==> config.mk <==
export PLATFORM = sky130hd
export DESIGN_NAME = reg_file_mp
export DESIGN_NICKNAME = d
export VERILOG_FILES = /design/src/rtl/rf_pkg.sv /design/src/rtl/rf_clear_seq.sv /design/src/rtl/reg_file_mp.sv
export SDC_FILE = /design/constraint.sdc
export NUM_CORES = 2
export LEC_CHECK = 0
export ABC_AREA = 0
export CELL_PAD_IN_SITES_DETAIL_PLACEMENT = 1
export CELL_PAD_IN_SITES_GLOBAL_PLACEMENT = 1
export CORE_ASPECT_RATIO = 0.9
export CORE_UTILIZATION = 56
export DETAILED_ROUTE_END_ITERATION = 10
export HOLD_SLACK_MARGIN = 0.06
export PLACE_DENSITY_LB_ADDON = 0.05
export SLEW_MARGIN = 20
export SYNTH_ARGS = -nofsm -noshare
export SYNTH_HDL_FRONTEND = slang
export SYNTH_SLANG_ARGS = --single-unit
export TNS_END_PERCENT = 10
==> constraint.sdc <==
create_clock -name clk -period 12.8 [get_ports clk]
set_clock_uncertainty 0.2 [all_clocks]
set_input_delay 1.92 -clock clk [delete_from_list [all_inputs] [get_ports clk]]
set_output_delay 1.92 -clock clk [all_outputs]
set_load 0.005 [all_outputs]
==> src/rtl/rf_pkg.sv <==
// Shared definitions for the reg_file_mp register file.
//   rf_state_e  : clear-sequencer state encoding (RF_CLEAR, RF_RUN)
//   RF_CNT_W    : width of the debug write counter
//   RF_CNT_MAX  : saturation value of the debug write counter
//   rf_cnt_add  : saturating add used by the write counter
package rf_pkg;

  typedef enum logic {
    RF_CLEAR = 1'b0,
    RF_RUN   = 1'b1
  } rf_state_e;

  localparam int unsigned         RF_CNT_W   = 16;
  localparam logic [RF_CNT_W-1:0] RF_CNT_MAX = '1;

  function automatic logic [RF_CNT_W-1:0] rf_cnt_add(input logic [RF_CNT_W-1:0] cnt,
                                                      input logic [1:0]          inc);
    logic [RF_CNT_W:0] sum;
    sum = {1'b0, cnt} + (RF_CNT_W + 1)'(inc);
    if (sum > {1'b0, RF_CNT_MAX}) return RF_CNT_MAX;
    return sum[RF_CNT_W-1:0];
  endfunction

endpackage

==> src/rtl/rf_clear_seq.sv <==
// Clear sequencer for reg_file_mp: after reset, walks every entry once,
// asserting clr_we with clr_addr so the array writes zero, then enters RUN.
// Ports:
//   clk, rst  : clock, synchronous active-high reset (restarts the sweep)
//   busy      : 1 while the sweep is in progress
//   clr_we    : write strobe for the zeroing write
//   clr_addr  : entry being zeroed this cycle
module rf_clear_seq
  import rf_pkg::*;
#(
  parameter int unsigned DEPTH  = 32,
  parameter int unsigned ADDR_W = 5
) (
  input  logic              clk,
  input  logic              rst,
  output logic              busy,
  output logic              clr_we,
  output logic [ADDR_W-1:0] clr_addr
);

  localparam logic [ADDR_W-1:0] LAST_IDX = ADDR_W'(DEPTH - 1);

  rf_state_e         state, state_nxt;
  logic [ADDR_W-1:0] clr_idx, clr_idx_nxt;

  always_ff @(posedge clk) begin
    if (rst) begin
      state   <= RF_CLEAR;
      clr_idx <= '0;
    end else begin
      state   <= state_nxt;
      clr_idx <= clr_idx_nxt;
    end
  end

  always_comb begin
    state_nxt   = state;
    clr_idx_nxt = clr_idx;
    busy        = 1'b0;
    clr_we      = 1'b0;
    case (state)
      RF_CLEAR: begin
        busy        = 1'b1;
        clr_we      = ~rst;
        clr_idx_nxt = clr_idx + 1'b1;
        if (clr_idx == LAST_IDX) state_nxt = RF_RUN;
      end
      default: ;
    endcase
  end

  assign clr_addr = clr_idx;

endmodule

==> src/rtl/reg_file_mp.sv <==
// Multi-port register file for the ID stage: NUM_RD combinational read
// ports, two write ports (port 1 wins on address conflict), a clear
// sequencer that zeroes one entry per cycle after reset while busy=1,
// and a saturating debug count of committed writes.
// Optional feature macro: RF_BYPASS_EN (same-cycle write-to-read bypass).
// Ports:
//   clk, rst                : clock, synchronous active-high reset
//   rd_addr / rd_data       : packed read ports, port k at slice k
//   we0/waddr0/wdata0       : write port 0 (low priority)
//   we1/waddr1/wdata1       : write port 1 (high priority)
//   busy                    : clear in progress; pipeline must stall
//   wr_cnt                  : saturating committed-write count
module reg_file_mp
  import rf_pkg::*;
#(
  parameter int unsigned DATA_W   = 32,
  parameter int unsigned DEPTH    = 32,
  parameter int unsigned ADDR_W   = 5,
  parameter int unsigned NUM_RD   = 2,
  parameter int unsigned ZERO_REG = 1
) (
  input  logic                     clk,
  input  logic                     rst,
  input  logic [NUM_RD*ADDR_W-1:0] rd_addr,
  output logic [NUM_RD*DATA_W-1:0] rd_data,
  input  logic                     we0,
  input  logic [ADDR_W-1:0]        waddr0,
  input  logic [DATA_W-1:0]        wdata0,
  input  logic                     we1,
  input  logic [ADDR_W-1:0]        waddr1,
  input  logic [DATA_W-1:0]        wdata1,
  output logic                     busy,
  output logic [RF_CNT_W-1:0]      wr_cnt
);

  logic [DATA_W-1:0] mem [0:DEPTH-1];

  logic              clr_we;
  logic [ADDR_W-1:0] clr_addr;

  rf_clear_seq #(
    .DEPTH  (DEPTH),
    .ADDR_W (ADDR_W)
  ) u_clear_seq (
    .clk      (clk),
    .rst      (rst),
    .busy     (busy),
    .clr_we   (clr_we),
    .clr_addr (clr_addr)
  );

  // Effective write enables: dropped while clearing/resetting and, with
  // ZERO_REG, for address 0.
  logic wr_ok, v0, v1;
  logic [1:0] wr_inc;

  always_comb begin
    wr_ok  = ~busy & ~rst;
    v0     = wr_ok & we0 & ~((ZERO_REG != 0) && (waddr0 == '0));
    v1     = wr_ok & we1 & ~((ZERO_REG != 0) && (waddr1 == '0));
    wr_inc = '0;
    if (v0 && v1 && (waddr0 == waddr1)) wr_inc = 2'd1;
    else                                wr_inc = {1'b0, v0} + {1'b0, v1};
  end

  // Port 1 is written after port 0 so it wins a same-address conflict.
  always_ff @(posedge clk) begin
    if (clr_we) begin
      mem[clr_addr] <= '0;
    end else begin
      if (v0) mem[waddr0] <= wdata0;
      if (v1) mem[waddr1] <= wdata1;
    end
  end

  always_ff @(posedge clk) begin
    if (rst)        wr_cnt <= '0;
    else if (!busy) wr_cnt <= rf_cnt_add(wr_cnt, wr_inc);
  end

  for (genvar k = 0; k < NUM_RD; k++) begin : g_rd
    logic [ADDR_W-1:0] ra;
    logic [DATA_W-1:0] rd;

    assign ra = rd_addr[k*ADDR_W +: ADDR_W];

    always_comb begin
      rd = mem[ra];
`ifdef RF_BYPASS_EN
      if (v1 && (waddr1 == ra))      rd = wdata1;
      else if (v0 && (waddr0 == ra)) rd = wdata0;
`endif
      if (busy || ((ZERO_REG != 0) && (ra == '0))) rd = '0;
    end

    assign rd_data[k*DATA_W +: DATA_W] = rd;
  end

endmodule

# ---- After elaboration in Yosys (flattened, before gate mapping)
# Memory sizes are Yosys's and may differ from the RTL's.
# Cells that the tools add are included.
dict set report totals {
  out_inout_bits 81
  memories 1
  ff_bits 22
  ramBits 1024
  elab_cells 50
}
dict set report op_classes {
  bitwise 8
  muxes 23
  addsub 3
  n_lt_le_gt_ge 1
  n_eq_ne 2
  reduce_logical 9
}
# name depth width read_ports rd_ports_with_merged_regs wr line
set mem_list {}
lappend mem_list {mem 32 32 2 0 2 reg_file_mp.sv:36} ;# logic [DATA_W-1:0] mem [0:DEPTH-1];
# cell count
set ops {}
lappend ops {{$mux W32} 3}
lappend ops {{$mux W16} 2}
lappend ops {{$reduce_or A32 Y1} 1}
lappend ops {{$logic_not A5 Y1} 4}
lappend ops {{$add A16 B2 Y17} 1}
lappend ops {{$gt A17 B16 Y1 const B} 1}
lappend ops {{$mux W1} 16}
lappend ops {{$add A5 B1 Y5 const B} 1}
lappend ops {{$and A1 B1 Y1} 5}
lappend ops {{$eq A5 B5 Y1} 1}
lappend ops {{$eq A5 B5 Y1 const B} 1}
lappend ops {{$mux W5} 1}
lappend ops {{$not A1 Y1} 3}
lappend ops {{$add A1 B1 Y2} 1}
lappend ops {{$logic_and A1 B1 Y1} 2}
lappend ops {{$logic_or A1 B1 Y1} 2}
lappend ops {{$mux W2} 1}

# ---- Logic depth before layout (Yosys ltp)
dict set report depth {
  ltp_word 13
  ltp_mapped 15
}

# ---- Cells and area by module
# Synthesis repeated with hierarchy kept, for this count alone.
dict set report unflattened {
  cells_unflattened 4885
  area_unflattened_um2 59507.1
}
# module area_per_inst_um2 seq_area_each_um2 cells_per_inst instances
set modules_own_cells {}
lappend modules_own_cells {reg_file_mp 59231.8 31069.8 4859 1}
lappend modules_own_cells {rf_clear_seq 275.3 120.1 26 1}

# ---- Worst setup path before layout
# OpenSTA, ideal clock, no wires.
dict set report synth_path {
  path_kind {input -> register}
  startpoint {in waddr0[4]}
  endpoint {mem mem[10][0], enable pin}
  arrival_time_ns 5.356
  path_stages 5
  path_buffers 1
  slack_ns 6.779
  setup_time_ns 0.466
  required_ns 12.134
  cell_sequence {clkbuf_1 -> or4_4 -> a2111oi_0 -> a31oi_1 -> o21ai_0}
}
# item line
set synth_lines {}
lappend synth_lines {{start: declaration} reg_file_mp.sv:27} ;# input logic [ADDR_W-1:0] waddr0,
lappend synth_lines {{end: declaration} reg_file_mp.sv:36}

# ---- Worst setup path after layout
dict set report layout_path {
  startpoint {in rd_addr[8]}
  endpoint {out rd_data[37]}
}
dict set report layout_via {
  elab_chain_len 3
}
# item line
set layout_rtl {}
lappend layout_rtl {{start: declaration} reg_file_mp.sv:24} ;# input logic [NUM_RD*ADDR_W-1:0] rd_addr,
lappend layout_rtl {{branches (longest 2 deep; another with $mem_v2 Z32 W32)} --}
lappend layout_rtl {{$mux W32 (*)} reg_file_mp.sv:93} ;# if (busy || ((ZERO_REG != 0) && (ra == '0))) rd = '0;
lappend layout_rtl {{end: declaration} reg_file_mp.sv:25} ;# output logic [NUM_RD*DATA_W-1:0] rd_data,
# Mark *: on every way between the ends.

==> impl_metrics.csv <==
group,metric,value,unit
die,fp.dieH,313,microns
timing,hold_viol_final,0,
clock_tree,clkLatencyLatePin,0.73,ns
clock_tree,clk_pin_slew,0.06,ns
cells_and_area,nFillCells,9980,
power,clkPwrFrac,44.2,%
power,p_sw_share,23.1,%
cells_and_area,fin_area,66700,sq um
critical_path,crit_path_end,"rd_data[37]",
cells_and_area,drive_gt1_share,28.8,%
timing,fmaxAchievable,123,MHz
global_route,antenna_found_initial,9,
critical_path,crit_path_end_kind,"output pin",
clock_tree,cts_root_buffer,"clkbuf_16",
clock_tree,cts.path.max_buffers,3,
timing,setup_ws,4.69,ns
global_route,grt_start_max_net_pins,72,
global_route,grt_pass1_vias,47100,
clock_tree,cts_tree,"yes",
route,drt-total-wl,246000,microns
cells_and_area,final_core_util,62.8,%
power,internal-power,5770,uW
critical_path,ff2ff_setup_slack,7.46,ns
timing,period_share,63.4,%
yosys,synth.cell_area,60300,sq um
route,dr.pass1.iters,6,
yosys,ys_ff_latch,1046,
yosys,synth_ff_type,"edfxtp_1",
route,ant_nets,0,
clock_tree,cts_buffers,112,
yosys,yosysWarnings,0,
critical_path,crit_start,"rd_addr[8]",
route,drc,0,
die,die_area,109000,sq um
clock_tree,cts_resized,0,
clock_tree,cts_hold_buf,0,
placed_design,dpl.hpwl,133000,microns
route,avgRoutedWirePerCell,41.0,microns
timing,tns,0,ns
global_route,grt_usage,45.1,%
cells_and_area,syn_to_final_growth,10.6,%
critical_path,r2r-start,"u_clear_seq.state",
critical_path,crit_type,"in -> out",
die,core.rowCount,113,
cells_and_area,seqCellArea,31200,sq um
power,vdd_ir_drop_max,0.000115,V
placed_design,place_area,63100,sq um
global_route,grt_pass1_wl,345000,microns
yosys,ys_seq_area_share,51.7,%
timing,worst_pin_slew,1.22,ns
timing,min_period,8.11,ns
placed_design,pre_cts_ws,4.94,ns
critical_path,start_kind,"input port",
critical_path,required,10.68,ns
die,num_io_pins,169,
placed_design,numPortBuffers,168,
power,cellPowerDensity,113,nW/um^2
die,die_x,348,microns
yosys,avgSynthCellArea,13.1,sq um
critical_path,critPathMaxFanout,11,
power,netSwitchingPower,1730,uW
timing,timing.final.max_slew_violations,0,
yosys,synth_edf_count,1024,
route,viasPerCell,7.69,
cells_and_area,multi_input_area,27100,sq um
power,p_seq_share,49.8,%
worst_hold_path,min_path_type,"reg -> reg",
clock_tree,cts.sinks,1046,
die,start_util,56.8,%
global_route,grt-ovfl-total,0,
cells_and_area,final_nets,4574,
die,core,106000,sq um
timing,grt_setup_unrepaired,"no",
route,vias,46300,
critical_path,r2r-end,"mem[25][17]",
worst_hold_path,min-delay-start,"wr_cnt[0]",
timing,slew_headroom,18.3,%
status,status,"complete, no violations",
route,drt_iter0_drc,7901,
placed_design,place_congestion,0.842,
critical_path,r2r_cells,8,
clock_tree,ctsHtreeMaxLevel,3,
yosys,async_reset_ff_share,0,%
yosys,synth_cells,4601,
power,cellLeakagePower,0.0216,uW
yosys,ys_types,66,
timing,setup_viol,0,
critical_path,worstPathArrival,5.99,ns
timing,whs,0.324,ns
yosys,syn_nets,4695,
clock_tree,post_cts_buffers,0,
run,cap_violations,0,
power,pwr-share-comb,6.0,%
-- how the worst min path moves through the flow --
stage                     cells after the start        end
final                                         2  wr_cnt[0]
after global routing                          2  wr_cnt[0]
after CTS                                     2  wr_cnt[0]
after detailed placement                      2  wr_cnt[0]
after global placement                        2  wr_cnt[0]
after floorplan                               2  wr_cnt[0]
-- critical path: stages --
cell and delay, ns:
clkdlybuf4s50_1 0.68, and3_1 0.73, buf_4 0.44, nor2b_4 0.74, buf_4 0.50, a22oi_1 0.14
nand4_1 0.28, clkdlybuf4s50_1 0.56
-- layout make-up --
| class | instances | area share (%) |
|---|---|---|
| Antenna cell | 9 | 0.0338 |
| Clock buffer | 143 | 4.41 |
| Clock inverter | 59 | 0.979 |
| Inverter | 42 | 0.315 |
| Multi-Input combinational cell | 2966 | 40.6 |
| Sequential cell | 1046 | 46.8 |
| Tap cell | 1437 | 2.70 |
| Timing Repair Buffer | 312 | 4.17 |
-- power by group through the flow --
stage	sequential, uW	combinational, uW	clock (uW)
finish	3740	451	3310
global route	3740	458	3420
CTS	3740	438	3300
detailed placement	3810	437	0
global placement	3810	431	0
floorplan	3810	278	0
-- kinds of logic after synthesis --
family	count (synthesis)	synth area share (%)
and+or+nand+nor	912	7.18
DFF	1046	51.7
AOI/OAI and AO/OA	912	8.94
adders and majority gates	6	0.137
muxes	1128	27.5
xor gates and xnor gates	8	0.116
buffers and inverters	589	4.38
-- metal layers --
metal  part of all wire [%]  global-route usage, %  wire (microns)  vias to the layer above
li1                       -                      -               -                    17700
met1                     34                   58.3           84700                    23600
met5                  0.021                  0.130              52                        -
met3                     14                   12.9           34500                      993
met4                    6.8                   26.6           16700                        8
met2                     45                   68.1          110000                     3925
-- metrics by stage --
step / std cells / total power [uW]
final: 6014 / 7510
after global placement: 5800 / 4240
after CTS: 6005 / 7480
after floorplan: 4601 / 4090
after detailed placement: 5803 / 4250
after global routing: 6007 / 7620
-- placed cells by master, fill, tap and decap left out, types with 25 or more instances in the layout --
| master | synthesis | layout |
|---|---|---|
| edfxtp_1 | 1024 | 1024 |
| nand2_1 | 546 | 531 |
| o21ai_0 | 528 | 513 |
| mux2_2 | 480 | 480 |
| mux4_2 | 376 | 376 |
| mux2i_1 | 272 | 272 |
| a22oi_1 | 255 | 255 |
| clkdlybuf4s50_1 | 0 | 151 |
| buf_4 | 6 | 141 |
| clkbuf_16 | 0 | 113 |
| nand3_1 | 73 | 73 |
| nand4_1 | 70 | 70 |
| and3_1 | 69 | 69 |
| a21oi_1 | 68 | 67 |
| clkbuf_1 | 358 | 30 |
| nor2_1 | 32 | 27 |
| nand2_4 | 26 | 26 |
| clkinv_1 | 0 | 25 |
-- cells in the mapped netlist (all sizes together) (5+ instances only) --
| master | n | area (sq um) |
|---|---|---|
| and4b | 5 | 50.1 |
| and2 | 10 | 62.6 |
| nor3 | 34 | 170 |
| a22oi | 255 | 1910 |
| mux2i | 272 | 2720 |
| a21oi | 68 | 340 |
| clkbuf | 383 | 1470 |
| nand2b | 6 | 37.5 |
| dfxtp | 22 | 440 |
| nor2b | 12 | 75.1 |
| nand3 | 73 | 365 |
| nand4 | 70 | 438 |
| edfxtp | 1024 | 30700 |
| mux4 | 376 | 8470 |
| and3 | 69 | 432 |
| mux2 | 480 | 5410 |
| a31oi | 10 | 62.6 |
| a211oi | 7 | 52.6 |
| ha | 5 | 62.6 |
| buf | 164 | 960 |
| nand3b | 5 | 37.5 |
| inv | 42 | 210 |
| o21ai | 530 | 2660 |
| o21bai | 17 | 128 |
| nor2 | 32 | 120 |
| nor4 | 6 | 43.8 |
| nand2 | 572 | 2340 |
-- registers in the layout (all words and copies together) (netlist names) --
register,cells
mem,1024
wr_cnt,16
u_clear_seq.state,1
u_clear_seq.clr_addr,5
Power figures use the tool's default switching activity.
